===== src/rtl/muldiv_unit.sv =====
// Iterative RV32M multiply/divide: fixed XLEN+1 cycles accept-to-valid, one request in flight.
// No queueing: start is only taken while ready=1; flush kills CALC/FIX, rst overrides everything.
`ifndef DATA_WIDTH
`define DATA_WIDTH 32
`endif
`ifndef REG_ADDR_WIDTH
`define REG_ADDR_WIDTH 5
`endif

module muldiv_unit #(
  parameter int XLEN  = `DATA_WIDTH,
  parameter int CNT_W = $clog2(XLEN) + 1
) (
  input  logic                       clk,
  input  logic                       rst,
  input  logic                       start,
  input  logic [2:0]                 op,
  input  logic [XLEN-1:0]            rs1,
  input  logic [XLEN-1:0]            rs2,
  input  logic [`REG_ADDR_WIDTH-1:0] rd_addr,
  input  logic                       flush,
  output logic                       ready,
  output logic                       valid,
  output logic [XLEN-1:0]            result,
  output logic [`REG_ADDR_WIDTH-1:0] rd_out
);

  typedef enum logic [1:0] {IDLE, CALC, FIX, DONE} state_t;

  state_t                     state;
  logic [CNT_W-1:0]           cnt;
  logic [2:0]                 op_q;
  logic [`REG_ADDR_WIDTH-1:0] rd_q;
  logic                       sa_q;
  logic                       sb_q;
  logic                       bz_q;
  logic [XLEN-1:0]            a_orig;
  logic [XLEN-1:0]            opnd;   // multiplicand for MUL*, divisor for DIV*
  logic [XLEN-1:0]            acc;    // product high word / partial remainder
  logic [XLEN-1:0]            lo;     // multiplier -> product low word / dividend -> quotient

  logic                       in_sgn_a;
  logic                       in_sgn_b;
  logic [XLEN-1:0]            in_mag_a;
  logic [XLEN-1:0]            in_mag_b;
  logic [XLEN:0]              mul_sum;
  logic [XLEN:0]              rem_sh;
  logic [XLEN:0]              rem_diff;
  logic                       rem_ge;
  logic [2*XLEN-1:0]          prod;
  logic [2*XLEN-1:0]          prod_s;
  logic [XLEN-1:0]            quo;
  logic [XLEN-1:0]            rmd;
  logic [XLEN-1:0]            mul_res;
  logic [XLEN-1:0]            div_res;
  logic [XLEN-1:0]            fix_res;
  logic                       unused_bits;

  assign ready = (state == IDLE);

  // Signedness per funct3; MULHSU treats only rs1 as signed.
  always_comb begin
    in_sgn_a = 1'b0;
    in_sgn_b = 1'b0;
    if (op[2]) begin
      in_sgn_a = ~op[0] & rs1[XLEN-1];
      in_sgn_b = ~op[0] & rs2[XLEN-1];
    end else begin
      in_sgn_a = (op[1:0] != 2'b11) & rs1[XLEN-1];
      in_sgn_b = ~op[1] & rs2[XLEN-1];
    end
    in_mag_a = in_sgn_a ? -rs1 : rs1;
    in_mag_b = in_sgn_b ? -rs2 : rs2;
  end

  always_comb begin
    mul_sum  = {1'b0, acc} + (lo[0] ? {1'b0, opnd} : {(XLEN+1){1'b0}});
    rem_sh   = {acc, lo[XLEN-1]};
    rem_ge   = (rem_sh >= {1'b0, opnd});
    rem_diff = rem_sh - {1'b0, opnd};
  end

  // The remainder after a successful subtract is always below the divisor, so bit XLEN is zero.
  assign unused_bits = rem_diff[XLEN];

  always_comb begin
    prod    = {acc, lo};
    prod_s  = (sa_q ^ sb_q) ? -prod : prod;
    mul_res = (op_q[1:0] == 2'b00) ? prod_s[XLEN-1:0] : prod_s[2*XLEN-1:XLEN];
    quo     = (sa_q ^ sb_q) ? -lo : lo;
    rmd     = sa_q ? -acc : acc;
    if (bz_q)
      div_res = op_q[1] ? a_orig : {XLEN{1'b1}};
    else
      div_res = op_q[1] ? rmd : quo;
    fix_res = op_q[2] ? div_res : mul_res;
  end

  always_ff @(posedge clk) begin
    if (rst) begin
      state  <= IDLE;
      valid  <= 1'b0;
      result <= '0;
      rd_out <= '0;
      cnt    <= '0;
      op_q   <= '0;
      rd_q   <= '0;
      sa_q   <= 1'b0;
      sb_q   <= 1'b0;
      bz_q   <= 1'b0;
      a_orig <= '0;
      opnd   <= '0;
      acc    <= '0;
      lo     <= '0;
    end else begin
      valid <= 1'b0;
      case (state)
        IDLE: begin
          if (start && !flush) begin
            op_q   <= op;
            rd_q   <= rd_addr;
            sa_q   <= in_sgn_a;
            sb_q   <= in_sgn_b;
            bz_q   <= (rs2 == '0);
            a_orig <= rs1;
            opnd   <= op[2] ? in_mag_b : in_mag_a;
            lo     <= op[2] ? in_mag_a : in_mag_b;
            acc    <= '0;
            cnt    <= '0;
            state  <= CALC;
          end
        end
        CALC: begin
          if (flush) begin
            state <= IDLE;
          end else begin
            if (op_q[2]) begin
              acc <= rem_ge ? rem_diff[XLEN-1:0] : rem_sh[XLEN-1:0];
              lo  <= {lo[XLEN-2:0], rem_ge};
            end else begin
              acc <= mul_sum[XLEN:1];
              lo  <= {mul_sum[0], lo[XLEN-1:1]};
            end
            cnt <= cnt + CNT_W'(1);
            if (cnt == CNT_W'(XLEN - 1))
              state <= FIX;
          end
        end
        FIX: begin
          if (flush) begin
            state <= IDLE;
          end else begin
            result <= fix_res;
            rd_out <= rd_q;
            valid  <= 1'b1;
            state  <= DONE;
          end
        end
        default: state <= IDLE;
      endcase
    end
  end

endmodule

===== config.mk =====
export PLATFORM = sky130hd
export DESIGN_NAME = muldiv_unit
export DESIGN_NICKNAME = d
export VERILOG_FILES = /design/src/rtl/muldiv_unit.sv
export SDC_FILE = /design/constraint.sdc
export NUM_CORES = 1
export LEC_CHECK = 0
export CORE_MARGIN = 1.5
export CORE_UTILIZATION = 50
export DETAILED_ROUTE_END_ITERATION = 16
export PLACE_DENSITY = 0.72
export SETUP_SLACK_MARGIN = 0.05
export SKIP_CTS_REPAIR_TIMING = 1
export SLEW_MARGIN = 5
export SYNTH_ARGS = -nofsm -noshare
export SYNTH_HDL_FRONTEND = slang
export SYNTH_SLANG_ARGS = --single-unit

===== constraint.sdc =====
create_clock -name clk -period 3.1 [get_ports clk]
set_clock_uncertainty 0.15 [all_clocks]
set_input_delay 0.31 -clock clk [delete_from_list [all_inputs] [get_ports clk]]
set_output_delay 0.31 -clock clk [all_outputs]
set_load 0.005 [all_outputs]

==> flow_metrics.py <==
metrics = {
    "setup_path": {
        "critPathRequiredTime_ns": 3.31,
        "max_stage_delay_ns": 0.36,
        "slowest_stage": "dfxtp_2",
        "worst_path_most_repeated_cell": "a21o_1",
        "end_kind": "flip-flop",
        "crit_type": "flip-flop to flip-flop",
        "path_buf_inv": 3,
        "cp_max_fo": 5,
        "cp-start-kind": "flip-flop",
        "path_cells": "inv_4 -> ha_4 -> buf_6 -> nand4_1 -> o221ai_4 -> a21o_1 -> o31ai_4 -> a211oi_4 -> o31a_1 -> clkbuf_16 -> mux2i_1 -> a21oi_1 -> a21o_1",
        "critPathArrivalTime_ns": 3.51,
        "cp_top_family": "compound AO/OA/AOI/OAI gates",
    },
    "clock_network": {
        "numCtsBuffers": 17,
        "cts_max_level": 4,
        "clk_pin_slew_worst_paths_ns": 0.09,
        "clock-sinks": 185,
        "tritoncts": "done",
        "clk_latency_ns": 0.47,
        "root_buffer": "clkbuf_16",
        "clock_path_buffers": 2,
    },
    "sta": {
        "fmax_ghz": 0.303,
        "setup_slack_ns": -0.196,
        "period_share": 1.06,
        "slew_viol_final": 0,
        "finalSetupTns_ns": -1.69,
        "min_period_ns": 3.30,
        "worstMarginPinSlew_ns": 1.02,
        "setup_viol": 26,
        "relSlewSlack": 0.319,
        "rsz0062_at_grt": "true",
        "worst_hold_slack_ns": 0.243,
        "finalHoldViolCount": 0,
    },
    "route": {
        "drc": 0,
        "firstDrtPassIters": 9,
        "wl_per_cell_um": 24.4,
        "via_per_inst": 6.48,
        "wl_mm": 74.6,
        "drt_iter0_markers": 2400,
        "vias": 19797,
        "drtAntennaViolNets": 0,
    },
    "floorplanning": {
        "rows": 65,
        "die_w_um": 183,
        "io_pins": 115,
        "core_mm2": 0.0318,
        "dieArea_mm2": 0.0337,
        "die_h_um": 183,
        "start_util": 0.512,
    },
    "yosys": {
        "netlist.area_leader.share": 0.227,
        "ys.warnings.count": 0,
        "synthCells": 2267,
        "async_reset_ff_frac": 0,
        "synth_fp_nets": 2414,
        "synth_top_cell_by_area": "dfxtp_1",
        "synth_edf_count": 0,
        "ys.flop_type": "dfxtp_1",
        "synth.area.top_cells": "dfxtp_1, nand2_1, a21oi_1, xnor2_1, o21ai_0",
        "syn_area_mm2": 0.0163,
        "yosysSeqAreaShare": 0.227,
        "syn_avg_cell_area_um2": 7.18,
        "ys_ff_latch": 185,
        "yosysUniqueCellTypes": 85,
    },
    "global_routing": {
        "grt_max_degree": 89,
        "grt_pass1_vias": 18046,
        "grt_pass1_wl_mm": 108,
        "grt_usage": 0.424,
        "grt_overflow": 0,
        "antenna_found_initial": 4,
    },
    "power_and_ir_drop": {
        "seqPwrFrac": 0.324,
        "p_per_area_mw_per_mm2": 364,
        "ir_worst_vdd_mv": 0.469,
        "total_power_w": 0.00793,
        "p_int_w": 0.00486,
        "switching_power_w": 0.00307,
        "p_sw_frac": 0.387,
        "power.share.clock": 0.289,
        "leakage_nw": 9.03,
        "combPwrFrac": 0.387,
    },
    "run_status": {
        "status": "complete, but fails checks",
        "violations": "setup timing",
    },
    "min_path": {
        "hold_class": "input pin to flip-flop",
    },
    "placement": {
        "gp_congestion": 1.06,
        "port_buffers": 114,
        "hpwlAfterDp_mm": 57.2,
    },
    "final_layout": {
        "fill_cells": 2672,
        "nets": 2755,
        "layout-drive-gt1-share": 0.228,
        "area_growth_pct": 33.9,
    },
    "flow_run": {
        "max_cap_violations": 0,
    },
}
## flip-flops by register name, indices dropped and copies added (netlist names), 2 cells and up
signal  flops
a_orig     32
acc        32
cnt         6
lo         32
op_q        3
opnd       32
rd_out      5
rd_q        5
result     32
state       2
## power groups by stage
| stage | registers [W] | logic (W) | clock network [W] |
|---|---|---|---|
| after floorplan | 0.00258 | 0.00146 | 0 |
| after global routing | 0.00257 | 0.00322 | 0.00239 |
| after CTS | 0.00255 | 0.00265 | 0.00228 |
| final | 0.00257 | 0.00307 | 0.00229 |
| after global placement | 0.00260 | 0.00260 | 0 |
| after detailed placement | 0.00261 | 0.00264 | 0 |
## Yosys cell counts, types with 6 or more instances
cell type,instances
a31oi_1,35
a22o_1,7
or4_1,15
nand2b_1,13
o41ai_1,8
inv_1,63
mux2i_1,83
o21ai_0,175
nand3_1,30
nand2_1,302
xor2_1,96
clkbuf_1,145
nor4_1,29
a211oi_1,35
buf_1,12
dfxtp_1,185
nor2b_1,13
ha_1,69
a21o_1,37
and3_1,9
o311ai_0,6
o21a_1,10
o211ai_1,41
o31ai_1,37
o221a_2,8
nor2_1,212
a21oi_1,215
o2111ai_1,6
or3_1,24
a32oi_1,6
a221o_1,6
a22oi_1,19
a221oi_1,9
and2_1,9
nand4_1,17
nor3_1,59
xnor2_1,106
o22ai_1,10
## worst min-delay path, cell delays in order
cell and delay [ns]:
clkdlybuf4s50_1 0.40, nand2_1 0.06, a21oi_1 0.05
## metrics by stage
stage | instance area, um2 | worst slack [ns] | cells | utilization
2_1_floorplan | 16300 | 0.0531 | 2267 | -
3_3_place_gp | 20100 | -0.389 | 2999 | 0.631
3_5_place_dp | 20100 | -0.453 | 2999 | 0.631
4_1_cts | 20700 | -0.349 | 3031 | 0.650
5_1_grt | 21800 | -0.253 | 3056 | 0.686
6_report | 21800 | -0.196 | 3057 | 0.686
## routing by layer
layer,vias up,GRT usage,share of wire
li1,8853,-,-
met1,9289,0.560,0.39
met2,1348,0.624,0.41
met3,301,0.115,0.13
met4,6,0.231,0.067
met5,-,0,0.00055
## cell type report
cell class / count / area, um2 / share of cell area
repair buffers: 496 / 4220 / 0.194
inverters: 64 / 255 / 0.0117
well taps: 435 / 544 / 0.0249
diodes: 1 / 2.50 / 0.000115
multi-input cells: 1844 / 12500 / 0.571
clock buffers: 19 / 443 / 0.0203
flip-flops and latches: 185 / 3730 / 0.171
clock inverters: 13 / 154 / 0.00705
## cell families after synthesis
group                    after synthesis  share of synthesized area
buffers and inverters                238                     0.0602
AND/OR/NAND/NOR                      764                      0.214
adder cells (fa/ha/maj)               71                     0.0555
multiplexers                          85                     0.0524
AO/OA/AOI/OAI                        719                      0.278
XOR/XNOR                             205                      0.112
flip-flops                           185                      0.227
## final timing paths
path | from | endpoint | slack, ns | depth (start not counted)
setup / recovery | opnd[8] | acc[17] | -0.20 | 13
hold / removal | rd_addr[0] | rd_q[0] | 0.24 | 3
setup reg to reg | opnd[8] | acc[17] | -0.20 | 13
hold reg to reg | rd_q[3] | rd_out[3] | 0.31 | 2
## cell usage in the layout, fill, tap and decap left out, types with 18 or more instances in the layout
cell type and instances:
buf_4 360, nand2_1 295, nor2_1 208, a21oi_1 200, dfxtp_1 167, o21ai_0 153, clkdlybuf4s50_1 108, xnor2_1 102
xor2_1 94, mux2i_1 82, nor3_1 53, ha_1 50, inv_1 47, o211ai_1 41, a21o_1 37, o31ai_1 32
a31oi_1 31, nand3_1 30, a211oi_1 29, nor4_1 25, or3_1 22, clkbuf_16 20, a22oi_1 19, o21ai_1 18
ha_4 18
Note: power is estimated with default switching activity, not from simulation.
